File: src/rtl/mips_run_pkg.sv
// Shared types and helpers for the MIPS run controller.
// State encoding, status codes and the retire popcount.
package mips_run_pkg;

    typedef enum logic [1:0] {
        IDLE,
        RESET_HOLD,
        RUN,
        DONE
    } run_state_t;

    localparam logic [1:0] ST_NONE    = 2'b00;
    localparam logic [1:0] ST_HALT    = 2'b01;
    localparam logic [1:0] ST_TIMEOUT = 2'b10;

    localparam int MAX_CORES = 8;

    function automatic logic [3:0] popcount(
        input logic [MAX_CORES-1:0] v
    );
        logic [3:0] n;
        n = '0;
        for (int i = 0; i < MAX_CORES; i++) begin
            n = n + {3'b000, v[i]};
        end
        return n;
    endfunction

endpackage

File: src/rtl/mips_run_ctrl_sat_counter.sv
// Clearable accumulator that sticks at all ones.
// Used for both the cycle and retirement counts.
module sat_counter
    import mips_run_pkg::*;
#(
    parameter int W = 32
) (
    input  logic         clk,
    input  logic         reset,
    input  logic         clr,
    input  logic         en,
    input  logic [W-1:0] inc,
    output logic [W-1:0] count
);

    logic [W:0] sum;

    // One extra bit catches the carry that means saturation.
    always_comb begin
        sum = {1'b0, count} + {1'b0, inc};
    end

    // Clear wins over accumulate; saturate instead of wrapping.
    always_ff @(posedge clk or negedge reset) begin
        if (!reset) begin
            count <= '0;
        end else if (clr) begin
            count <= '0;
        end else if (en) begin
            count <= sum[W] ? '1 : sum[W-1:0];
        end
    end

endmodule

File: src/rtl/mips_run_ctrl.sv
// Run controller: core reset sequencing, run gating,
// cycle/retire counting and halt/timeout termination.
module mips_run_ctrl
    import mips_run_pkg::*;
#(
    parameter int NUM_CORES    = 1,
    parameter int RESET_CYCLES = 10,
    parameter int MAX_CYCLES   = 50000,
    parameter int CNT_W        = 32
) (
    input  logic                 clk,
    input  logic                 reset,
    input  logic                 start,
    input  logic [NUM_CORES-1:0] halt,
    input  logic [NUM_CORES-1:0] retire,
    output logic                 core_reset,
    output logic                 run,
    output logic                 done,
    output logic [1:0]           status,
    output logic [NUM_CORES-1:0] halted_mask,
    output logic [CNT_W-1:0]     cycle_count,
    output logic [CNT_W-1:0]     retire_count
);

    localparam int HOLD_W = $clog2(RESET_CYCLES + 1) + 1;
    localparam logic [HOLD_W-1:0] HOLD_INIT = HOLD_W'(RESET_CYCLES);
    localparam logic [CNT_W:0] CYC_LIMIT = (CNT_W + 1)'(MAX_CYCLES);
    localparam logic [NUM_CORES-1:0] ALL_HALTED = '1;

    logic [1:0]           rst_sync;
    logic                 rst_ok;
    run_state_t           state;
    logic [HOLD_W-1:0]    hold;
    logic                 accept;
    logic                 in_run;
    logic [NUM_CORES-1:0] mask_next;
    logic [CNT_W:0]       cyc_next;
    logic [MAX_CORES-1:0] retire_ext;
    logic [CNT_W-1:0]     retire_inc;

    // Reset asserts immediately but releases two edges later.
    always_ff @(posedge clk or negedge reset) begin
        if (!reset) begin
            rst_sync <= 2'b00;
        end else begin
            rst_sync <= {rst_sync[0], 1'b1};
        end
    end

    assign rst_ok = rst_sync[1];

    // Start acceptance and the RUN-cycle exit terms.
    always_comb begin
        accept     = rst_ok && start
                     && (state == IDLE || state == DONE);
        in_run     = rst_ok && (state == RUN);
        mask_next  = halted_mask | halt;
        cyc_next   = {1'b0, cycle_count} + (CNT_W + 1)'(1);
        retire_ext = MAX_CORES'(retire);
        retire_inc = CNT_W'(popcount(retire_ext));
    end

    // Run sequencer with registered control and status outputs.
    always_ff @(posedge clk or negedge reset) begin
        if (!reset) begin
            state       <= IDLE;
            hold        <= '0;
            core_reset  <= 1'b1;
            run         <= 1'b0;
            done        <= 1'b0;
            status      <= ST_NONE;
            halted_mask <= '0;
        end else if (rst_ok) begin
            unique case (state)
                IDLE, DONE: begin
                    if (start) begin
                        state       <= RESET_HOLD;
                        hold        <= HOLD_INIT;
                        core_reset  <= 1'b1;
                        run         <= 1'b0;
                        done        <= 1'b0;
                        status      <= ST_NONE;
                        halted_mask <= '0;
                    end
                end
                RESET_HOLD: begin
                    hold <= hold - HOLD_W'(1);
                    if (hold == HOLD_W'(1)) begin
                        state      <= RUN;
                        core_reset <= 1'b0;
                        run        <= 1'b1;
                    end
                end
                RUN: begin
                    halted_mask <= mask_next;
                    if (mask_next == ALL_HALTED) begin
                        state  <= DONE;
                        run    <= 1'b0;
                        done   <= 1'b1;
                        status <= ST_HALT;
                    end else if (cyc_next == CYC_LIMIT) begin
                        state  <= DONE;
                        run    <= 1'b0;
                        done   <= 1'b1;
                        status <= ST_TIMEOUT;
                    end
                end
                default: state <= IDLE;
            endcase
        end
    end

    sat_counter #(.W(CNT_W)) u_cycles (
        .clk   (clk),
        .reset (reset),
        .clr   (accept),
        .en    (in_run),
        .inc   (CNT_W'(1)),
        .count (cycle_count)
    );

    sat_counter #(.W(CNT_W)) u_retires (
        .clk   (clk),
        .reset (reset),
        .clr   (accept),
        .en    (in_run),
        .inc   (retire_inc),
        .count (retire_count)
    );

endmodule

File: config.mk
export PLATFORM = sky130hd
export DESIGN_NAME = mips_run_ctrl
export DESIGN_NICKNAME = d
export VERILOG_FILES = /design/src/rtl/mips_run_pkg.sv /design/src/rtl/mips_run_ctrl_sat_counter.sv /design/src/rtl/mips_run_ctrl.sv
export SDC_FILE = /design/constraint.sdc
export NUM_CORES = 1
export LEC_CHECK = 0
export ABC_AREA = 1
export CORE_UTILIZATION = 40
export DETAILED_ROUTE_END_ITERATION = 16
export GPL_TIMING_DRIVEN = 0
export RECOVER_POWER = 100
export SYNTH_ARGS = -nofsm -noshare
export SYNTH_HDL_FRONTEND = slang
export SYNTH_SLANG_ARGS = --single-unit
File: constraint.sdc
create_clock -name clk -period 2.79 [get_ports clk]
set_input_delay 0.558 -clock clk [delete_from_list [all_inputs] [get_ports clk]]
set_output_delay 0.558 -clock clk [all_outputs]
set_load 0.01 [all_outputs]
[Word-level counts from Yosys, hierarchy flattened]
Cells that the tools add are included.
Operators by class
  equal/unequal tests: 8
  order comparisons: 0
  $mul: 0
  shift operators: 0
  multiplexer cells: 29
  add/subtract/negate cells: 3
  div/mod/pow operators: 0
  bitwise operators: 1
  reduce and logical (&&, ||, !) cells: 14
Operator list (count)
  2-to-1 mux 32 bit: 6
  adder 32 x 1 -> 33 bit: 1
  adder 32 x 1 -> 33 bit (second input constant): 1
  == test 33 x 16 -> 1 bit (second input constant): 1
  2-to-1 mux 2 bit: 7
  AND reduction 4 bit: 3
  one-hot mux 5 bit (2 select lines): 1
  2-to-1 mux 1 bit: 8
  one-hot mux 1 bit (2 select lines): 3
  one-hot mux 2 bit (3 select lines): 1
  AND reduction 3 bit: 2
  nonzero test 2 bit: 3
  == test 5 x 1 -> 1 bit (second input constant): 1
  2-to-1 mux 5 bit: 1
  subtractor 5 x 1 -> 5 bit (second input constant): 1
  == test 2 bit (second input constant): 2
  != test 2 bit (second input constant): 2
  one-hot mux 2 bit (2 select lines): 1
  logical AND 1 bit: 3
  != test 3 x 2 -> 1 bit (second input constant): 1
  one-hot mux 1 bit (3 select lines): 1
  == test 2 x 1 -> 1 bit (second input constant): 1
  zero test 2 bit: 1
  OR reduction 2 bit: 1
  2 further kinds: 2
Word-level totals
  input bits: 5
  word-level logic and storage cells: 65
  output and inout port bits: 70
  bits in read-only memories: 0
  register bits: 79
  memories: 0
  latch bits: 0
  bits in writable memories: 0

[Longest topological paths before layout]
Gate-level depths: netlist (run 1).
  depth after elaboration: 5
  depth in mapped cells: 16
  depth with buffers taken out: 16

[Cells and area by module]
A second synthesis (run 1) with hierarchy kept.
Unflattened totals
  cell total of the unflattened synthesis: 1684
  area, all modules: 9629.2 um2
By module, submodules not included
  sat_counter at u_cycles: instances 1, area each 3967.6 um2, sequential area each 800.8 um2, cells an instance 676
  sat_counter at u_retires: instances 1, area each 3930.0 um2, sequential area each 800.8 um2, cells an instance 692
  mips_run_ctrl: instances 1, area each 1731.7 um2, sequential area each 376.6 um2, cells an instance 316

[Least setup slack after synthesis (run 1)]
Ideal clock, no wire load.
  path kind: input to register
  start point: in retire
  end point: reg u_retires.count[26]
  stages on the path: 15
  required time: 2.664 ns
  arrival time: 2.124 ns
  buffers on the path: 0
  setup slack: 0.540 ns
  cells stage by stage: ha_1 -> ha_1 -> nand2_1 -> nor2_4 -> nand3_2 -> nor3_2 -> nand2_1 -> nor2_1 -> nand2_1 -> nor2_2 -> nand2_1 -> nand2_1 -> nand3_1 -> nand2_1 -> o21ai_1
Between the ends
  longest elaborated chain between the ends: 4
RTL lines
  start: declaration: RTL line mips_run_ctrl.sv:15  | input logic [NUM_CORES-1:0] retire,
  adder 32 x 1 -> 33 bit: RTL line mips_run_ctrl_sat_counter.sv:20  | sum = {1'b0, count} + {1'b0, inc};
  2-to-1 mux 32 bit: RTL line mips_run_ctrl_sat_counter.sv:30  | count <= sum[W] ? '1 : sum[W-1:0];
  2-to-1 mux 32 bit: RTL line mips_run_ctrl_sat_counter.sv:29  | end else if (en) begin
  2-to-1 mux 32 bit: RTL line mips_run_ctrl_sat_counter.sv:27  | end else if (clr) begin
  end signal: assignment: RTL line mips_run_ctrl_sat_counter.sv:30
  end: declaration: RTL line mips_run_ctrl_sat_counter.sv:13  | output logic [W-1:0] count
Every way passes these cells. The select of a mux whose other input is x is not followed.
A chain may end at the register's enable or synchronous reset.

[Final worst setup path (run 1)]
Same ends and word-level chain as after synthesis.

==> results.txt, run 1 <==
- Run status: finished, final reports clean
- The worst hold path begins at rst_sync[0].
* Cell area after layout: 6610 sq um
- Cell with the largest stage delay on the worst path: sky130_fd_sc_hd__clkdlybuf4s50_1
- Before antenna repair, the detailed router went through 5 iterations.
* Critical path's largest stage delay: 0.47 ns
- Count of input and output buffers: 74
- Power spread over the standard cell area amounts to 514 nW/um^2.
- Critical Path RT: 3.01 ns
- Arrival @ worst endpoint: 2.82 ns
- In this run the critical register-to-register path is captured at u_cycles.count[30].
- Largest net degree at the start of global routing: 57
- Pin placement for this block handled 75 I/O pins.
- Type of the worst setup path: in -> reg
- Max-cap violations in this run came to 0.
* Die width: 116 um
- Area overhead of the layout relative to synthesis: 26.5%
- Core outline area: 12700 sq um
- After synthesis the cells add up to 5230 sq um.
* Number of distinct library cell variants in the gate-level netlist after synthesis: 37
* Final net count: 863
* Remaining DRCs: 0
- After layout, the minimum clock period comes to 2.60 ns.
- Hold Violations, Final: 0
- Skew final: 0.00945 ns
- For the pin with the worst max-slew slack, the measured transition is 1.37 ns.
* Mean area per synthesized cell: 6.91 sq um
- TritonCTS built the clock tree.
- The H-tree was split into 3 levels.
- Sequential elements use 37.9% of the synthesized area.
- Detailed placement ended at an HPWL of 11.5 mm.
- Antenna Cells: 0
- Layout cells sized above 1: 8.67%
- Total routing usage reported by global routing: 23.8%
* Latest clock arrival within the worst-skew pair: 0.35 ns
* Depth of the worst hold-timing path: 0
- Of all nets on the critical path, the largest fanout is 3.
- Clock sink total: 79
- Post-synthesis sequential element count: 79
- Traced cell by cell, the critical path runs through clkdlybuf4s50_1 > ha_2 > ha_4 > nand2_1 > nor2_4 > nand3_4 > nor3_4 > nand2_2 > nor2_4 > nand2_2 > nor2_4 > nand2_1 > nand2_1 > nand3_1 > nand2_1 > o21ai_1.
* Endpoint type of the worst setup path: register
- Placer's final routability congestion estimate: 0.914
- Count of final max-slew check failures: 0
- The number of hold buffers added after CTS was 0.
- Synthesized net count: 770
* Clk Tree Root Cell: sky130_fd_sc_hd__clkbuf_16
* Unrepaired setup endpoints after global routing: no
- The first routing iteration left 349 violations.
- Vias in the first global route: 4955
- In the final timing run, aggregate negative setup slack is 0 ns.
- The detail route stage leaves a number of antenna-violating nets equal to 0.
- Gr ovfl total: 0
- Global-route wire length before repair: 24.8 mm
* Share of the clock period used by the worst path: 93.3%
- The cell family contributing the most delay on the critical path is simple AND/OR/NAND/NOR gates.
- Area of placed instances: 6210 sq um
- Area enclosed by the die boundary: 13500 sq um
* Die boundary height: 116 um
- Based on the critical path, the design can be clocked at up to 0.384 GHz.
- During synthesis, Yosys emitted a total of 0 warnings.
- Worst Hold Endpoint: rst_sync[1]
- Clock-pin slew was measured on the worst setup and hold paths at 0.06 ns.
- The cell that appears most often on the critical path is sky130_fd_sc_hd__nand2_1.
* Worst flop-to-flop path startpoint: u_cycles.count[1]
* Initial antenna violation count: 0
- Average wire per standard cell: 14.9 um
- R2r worst-path depth: 10
* Initial core utilization: 41.2%
- Setup-violating endpoint count in the final report: 0
* Register-to-register path setup slack: 0.25 ns
- The worst pin sits at a relative slew slack of 8.97%.
- No sink is reached through more buffers than the 2 on the longest clock path.
* Inserted Clock Buffers: 9
- P_leak: 3.22 nW
- Synthesis produced a netlist whose cell count is 756.
- Rows: 41
- The min-delay analysis places its worst path in the category reg -> reg.
- STA classifies the critical path startpoint as a primary input.
- For this block, the routed nets add up to 15.3 mm of wire.
* Routed via count divided by cell count: 5.16
* Max rail drop VDD: 405 uV
* Number of vias in the routed layout: 5298
- The number of buffers and inverters on the critical path is 1.
[layer usage]
layer / vias to the layer above / global-route usage (%) / part of all wire (%)
li1: 2610 / - / -
met1: 2527 / 32.3 / 47
met2: 139 / 38.2 / 47
met3: 22 / 3.01 / 4.5
met4: 0 / 9.74 / 2.1
met5: - / 0 / 0
[sequential cells by signal, summed over array words and instances, names as in the netlist, 2 cells and up]
register / flops
rst_sync: 2
state: 2
u_retires.count: 32
hold: 5
u_cycles.count: 32
status: 2
[metrics by stage]
stage               setup WS (ns)  util (%)  hold WS (ns)  std cells  power [mW]
floorplan                   0.540         -         0.262        756        1.84
global placement            -1.89      48.8         0.337       1002        2.17
detailed placement         -0.404      49.0         0.346       1003        2.20
CTS                       0.00917      51.4         0.124       1019        3.45
global route              0.00494      52.2         0.368       1026        3.58
finish                      0.188      52.2         0.361       1026        3.40
[layout by cell type (no fill, tap or decap), drive strengths merged, types with 9 or more instances in the layout]
master / n
dlygate4sd3: 70
clkbuf: 28
o21ai: 90
ha: 9
a21oi: 11
nand2: 241
nor2: 86
nand4: 12
inv: 95
xor2: 24
dfrtp: 78
nand3: 41
nor3: 18
[power by group]
group | switching, mW | leakage [nW] | internal (mW)
clock network | 0.524 | 0.149 | 0.723
registers | 0.0960 | 1.08 | 1.26
logic | 0.531 | 1.99 | 0.266
[final cells by class]
type                    instances  area, sq um
plain buffers                  16         65.1
clock buffers                  10          239
clock inverters                 6         68.8
fillers                      1283         6060
inverters                      94          353
multi-input cells             567         2900
flip-flops and latches         79         1980
well taps                     172          215
repair buffers                 82          795
[what timing repair did]
| action | in CTS | in global routing |
|---|---|---|
| setup endpoints to repair | 2 | 40 |
| buffers inserted | 0 | 7 |
| pin swaps | 0 | 4 |
| resized for setup | 1 | 24 |
[kinds of logic (layout without fill, tap and decap cells)]
family / count (synthesis) / after routing / synth area share [%]
fa+ha+maj: 9 / 9 / 2.15
flops: 79 / 79 / 37.9
other cells: 1 / 1 / 0.0718
simple gates: 414 / 414 / 35.7
xor+xnor: 28 / 28 / 4.69
buf+inv: 110 / 208 / 7.92
compound gates: 115 / 115 / 11.6
[how the worst max path moves through the flow]
stage              from                  end  slack [ns]  cells past startpoint
3_5_place_dp     retire  u_retires.count[26]       -0.40                     16
4_1_cts        state[0]    u_cycles.count[1]       0.009                     11
5_1_grt          retire  u_retires.count[21]       0.005                     12
3_3_place_gp      reset                  run       -1.89                      1
6_report         retire  u_retires.count[26]        0.19                     16
2_1_floorplan    retire  u_retires.count[26]        0.54                     15
[cell usage after synthesis]
library cell | count | area (sq um)
sky130_fd_sc_hd__nand2_1 | 230 | 863
sky130_fd_sc_hd__inv_1 | 94 | 353
sky130_fd_sc_hd__o21ai_0 | 87 | 435
sky130_fd_sc_hd__dfrtp_1 | 78 | 1950
sky130_fd_sc_hd__nor2_1 | 71 | 267
sky130_fd_sc_hd__nand3_1 | 38 | 190
sky130_fd_sc_hd__xor2_1 | 24 | 210
sky130_fd_sc_hd__nor3_1 | 17 | 85.1
sky130_fd_sc_hd__clkbuf_1 | 15 | 56.3
sky130_fd_sc_hd__nand4_1 | 12 | 75.1
sky130_fd_sc_hd__a21oi_1 | 11 | 55.1
sky130_fd_sc_hd__ha_1 | 9 | 113
sky130_fd_sc_hd__nor2_4 | 8 | 90.1
sky130_fd_sc_hd__nor4_1 | 7 | 43.8
sky130_fd_sc_hd__nand2_2 | 6 | 37.5
sky130_fd_sc_hd__nor2_2 | 6 | 37.5
sky130_fd_sc_hd__nand2_4 | 5 | 56.3
sky130_fd_sc_hd__a21o_1 | 4 | 30.0
sky130_fd_sc_hd__o22ai_1 | 4 | 25.0
sky130_fd_sc_hd__or2_2 | 4 | 25.0
sky130_fd_sc_hd__xnor2_1 | 4 | 35.0
sky130_fd_sc_hd__nand3_2 | 3 | 30.0
sky130_fd_sc_hd__o21ai_1 | 3 | 15.0
sky130_fd_sc_hd__a22o_1 | 2 | 17.5
sky130_fd_sc_hd__nor3b_1 | 2 | 15.0
sky130_fd_sc_hd__a21o_2 | 1 | 8.76
sky130_fd_sc_hd__a22oi_1 | 1 | 7.51
sky130_fd_sc_hd__a31oi_1 | 1 | 6.26
sky130_fd_sc_hd__and2_1 | 1 | 6.26
sky130_fd_sc_hd__and3_1 | 1 | 6.26
sky130_fd_sc_hd__buf_2 | 1 | 5.00
sky130_fd_sc_hd__conb_1 | 1 | 3.75
sky130_fd_sc_hd__dfstp_2 | 1 | 26.3
sky130_fd_sc_hd__nand2b_1 | 1 | 6.26
sky130_fd_sc_hd__nor2_8 | 1 | 20.0
sky130_fd_sc_hd__nor3_2 | 1 | 10.0
sky130_fd_sc_hd__o211ai_1 | 1 | 7.51
Power figures use the tool's default switching activity.
==> inputs of run 2 (changes only) <==
--- a/config.mk
+++ b/config.mk
@@ -6,6 +6,7 @@
 export NUM_CORES = 1
 export LEC_CHECK = 0
 export ABC_AREA = 1
+export CAP_MARGIN = 20
 export CORE_UTILIZATION = 40
 export DETAILED_ROUTE_END_ITERATION = 16
 export GPL_TIMING_DRIVEN = 0
==> results of run 2 <==
Same layout as run 1: the final DEF is identical, and so are final timing and power.
==> inputs of run 3 (changes only) <==
--- a/config.mk
+++ b/config.mk
@@ -7,6 +7,7 @@
 export LEC_CHECK = 0
 export ABC_AREA = 1
 export CAP_MARGIN = 20
+export CORE_MARGIN = 4
 export CORE_UTILIZATION = 40
 export DETAILED_ROUTE_END_ITERATION = 16
 export GPL_TIMING_DRIVEN = 0
==> run 3 against run 2 <==
Sequential power about the same; clock-buffer cell count up 1; global-route usage fell by 2.2 points; worst hold slack got worse by 0.0058 ns; clock skew is essentially flat; total power increased by 1.6%; non-clock buffer count shrank 5; flip-flop and latch count stayed put; worst setup slack worse by 0.016 ns; critical endpoint is now u_retires.count[21]; register-to-register slack lost 0.05 ns; first-iteration DRC count grew 34%.
==> results.txt, run 3 (synthesis gave the netlist of run 1 again) <==
- Clock transition at path regs: 0.06 ns (about the same)
- Clock Power Share: 38.3% (+1.6 points)
* Switching power of the nets: 1.13 mW (-1.9%)
* Final critical-path required period: 2.62 ns (+0.0157 ns)
- HPWL after DPL: 11.5 mm (-0.30%)
- The clock skew is 0.00993 ns (+0.000480 ns).
* Number of fill cells in the layout: 1278 (-0.39%)
- The global-route congestion overflow total is 0 (unchanged).
* Arrival @ worst endpoint: 2.86 ns (+0.04 ns)
* Most common cell after layout, fill and taps aside: sky130_fd_sc_hd__nand2_1
- The vertical die dimension was 122 um (+5.2%).
- The overall routed net length is 15.2 mm (-0.49%).
* Share of the clock period used by the worst path: 93.8% (+0.56 points)
* Cell with the largest stage delay on the worst path: sky130_fd_sc_hd__clkdlybuf4s50_1
* Final net count: 858 (-0.58%)
- Inserted Clock Buffers: 9 (unchanged)
* Placed cell count: 1003 (unchanged)
- Remaining max-slew budget at the tightest pin: 26.4% (+17 points)
- Initial core utilization: 41.1% (-0.17 points)
* Maximum operating frequency: 0.382 GHz (-0.60%)
* Top library cells by usage in the layout, fill and taps aside: sky130_fd_sc_hd__nand2_1, sky130_fd_sc_hd__inv_1, sky130_fd_sc_hd__o21ai_0, sky130_fd_sc_hd__dfrtp_1, sky130_fd_sc_hd__dlygate4sd3_1
- The number of search-and-repair iterations in the first detailed-routing pass came to 5 (unchanged).
- Max rail drop VDD: 497 uV (+23%)
* Count of input and output buffers: 74 (unchanged)
- Largest fanout of any net on the critical path: 7 (+4)
- Run status: finished, final reports clean
- The global-route total usage across every layer came to 21.5% (-2.2 points).
- Number of buffers on the longest clock path: 2 (unchanged)
* Critical path's largest stage delay: 0.46 ns (about the same)
- Maximum level of the CTS H-tree: 3 (unchanged)
- The largest registers in the layout are u_cycles.count x32, u_retires.count x32, hold x5.
* Clk Tree Root Cell: sky130_fd_sc_hd__clkbuf_16
* Routed via count divided by cell count: 5.14 (-0.44%)
* Initial antenna violation count: 0 (unchanged)
- Core outline area: 12700 sq um (+0.40%)
* Sequential fraction of design power: 39.2% (-0.7 points)
* Chain of cells forming the critical path: clkdlybuf4s50_1 > ha_1 > nand3_1 > nor2_1 > nand3_1 > nor2_1 > nand4_1 > nor2_1 > xnor2_1 > nand2_1 > nand2_1 > nand2_1
* Vias in the first global route: 5028 (+1.5%)
* Combinational share of power: 22.6% (-0.8 points)
* Unrepaired setup endpoints after global routing: no
- The cell leakage power was 3.19 nW (-0.89%).
- Die width: 122 um (+5.2%)
- Fraction of power spent switching nets: 32.7% (-1.1 points)
- Max capacitance violation total: 0 (unchanged)
- Placer's final routability congestion estimate: 0.966 (+5.7%)
* Hold Crit Class: reg -> reg
- The transition at the pin with the smallest max-transition slack was 1.10 ns (-0.261 ns).
- The total count of hold-check failures in the final report came to 0 (unchanged).
- Internal Power: 2.32 mW (+3.3%)
- The number of nets with antenna violations after routing was 0 (unchanged).
- The number of clock sinks came to 79 (unchanged).
* Count of final max-slew check failures: 0 (unchanged)
- TritonCTS built the clock tree.
* Largest net degree at the start of global routing: 60 (+5.3%)
* Setup TNS: 0 ns (unchanged)
* Number of vias in the routed layout: 5249 (-0.92%)
- The worst setup path is launched from a primary input.
- Area enclosed by the die boundary: 15000 sq um (+11%)
- Critical Path RT: 3.03 ns (+0.02 ns)
- Total power after layout: 3.45 mW (+1.6%)
- Area overhead of the layout relative to synthesis: 24.9%
- The antenna diode count was 0 (unchanged).
- STA classifies the critical path endpoint as a register.
* Initial drt markers: 467 (+34%)
- The average routed wire per standard cell was 14.9 um (about the same).
- Remaining DRCs: 0 (unchanged)
* Cell Pwr Density: 529 nW/um^2 (+2.9%)
* Number of top-level design ports: 75 (unchanged)
- Top cell family by delay on the critical path: simple AND/OR/NAND/NOR gates
- Type of the worst setup path: in -> reg
- Global-route wire length before repair: 25.2 mm (+1.4%)
- The number of buffers and inverters on the critical path came to 1 (unchanged).
- The post-route non-filler standard cell count was 1021 (-0.49%).
- Setup-violating endpoint count in the final report: 0 (unchanged)
* Post-cts hold buffer count: 0 (unchanged)
* Layout cells sized above 1: 6.83% (-1.8 points)
* Rows: 41 (unchanged)
- Latest clock arrival within the worst-skew pair: 0.35 ns (about the same)
## run 3: cell type report
cell class,count,area [sq um],area share (%)
multi-input combinational,567,2840,43.4
inverter,94,353,5.41
clock buffer,11,243,3.72
clock inverter,5,81.3,1.25
buffer,16,65.1,0.997
sequential,79,1980,30.3
tap,172,215,3.30
timing repair buffer,77,757,11.6
## run 3: worst paths after layout
path | from | end | slack, ns | cells after the start
setup / recovery | retire | u_retires.count[21] | 0.17 | 12
hold / removal | rst_sync[0] | rst_sync[1] | 0.35 | 0
setup reg to reg | u_cycles.count[1] | u_cycles.count[28] | 0.20 | 10
hold reg to reg | rst_sync[0] | rst_sync[1] | 0.35 | 0
max in group asynchronous | reset | u_retires.count[9] | 0.87 | 2
min in group asynchronous | reset | u_cycles.count[3] | 0.40 | 1
## run 3: worst reg2reg max path: cells and delay by family, from the launching register on
family | cells | cell delay (ns)
AO/OA/AOI/OAI | 2 | 0.25
AND/OR/NAND/NOR | 6 | 1.13
buffers and inverters | 1 | 0.45
adder cells (fa/ha/maj) | 1 | 0.23
flip-flops | 1 | 0.44
## run 3: metal layers
| layer | wire, um | vias to the layer above | part of all wire [%] | global-route usage (%) |
|---|---|---|---|---|
| li1 | - | 2604 | - | - |
| met1 | 6890 | 2476 | 45 | 28.0 |
| met2 | 7220 | 150 | 47 | 35.3 |
| met3 | 849 | 19 | 5.6 | 5.07 |
| met4 | 283 | 0 | 1.9 | 7.14 |
| met5 | 0 | - | 0 | 0 |
## run 3: repair_timing
action                     CTS  global route
gates resized for setup      1            13
buffers inserted             0             2
setup endpoints to repair    1            40
pin swaps                    0             1
## run 3: metrics by stage
step	area, sq um	hold WS (ns)	setup WS [ns]	utilization (%)
final	6530	0.355	0.172	51.3
after CTS	6530	0.0949	0.0333	51.4
after global routing	6530	0.373	0.00540	51.3
after detailed placement	6210	0.346	-0.366	48.8
after global placement	6180	0.337	-1.83	48.6
after floorplan	5230	0.262	0.540	-
## run 3: power by group through the flow
| stage | clock network (mW) | logic [mW] | registers (mW) |
|---|---|---|---|
| floorplan | 0 | 0.448 | 1.39 |
| global route | 1.40 | 0.893 | 1.37 |
| finish | 1.32 | 0.780 | 1.35 |
| detailed placement | 0 | 0.823 | 1.38 |
| global placement | 0 | 0.805 | 1.37 |
| CTS | 1.36 | 0.826 | 1.36 |
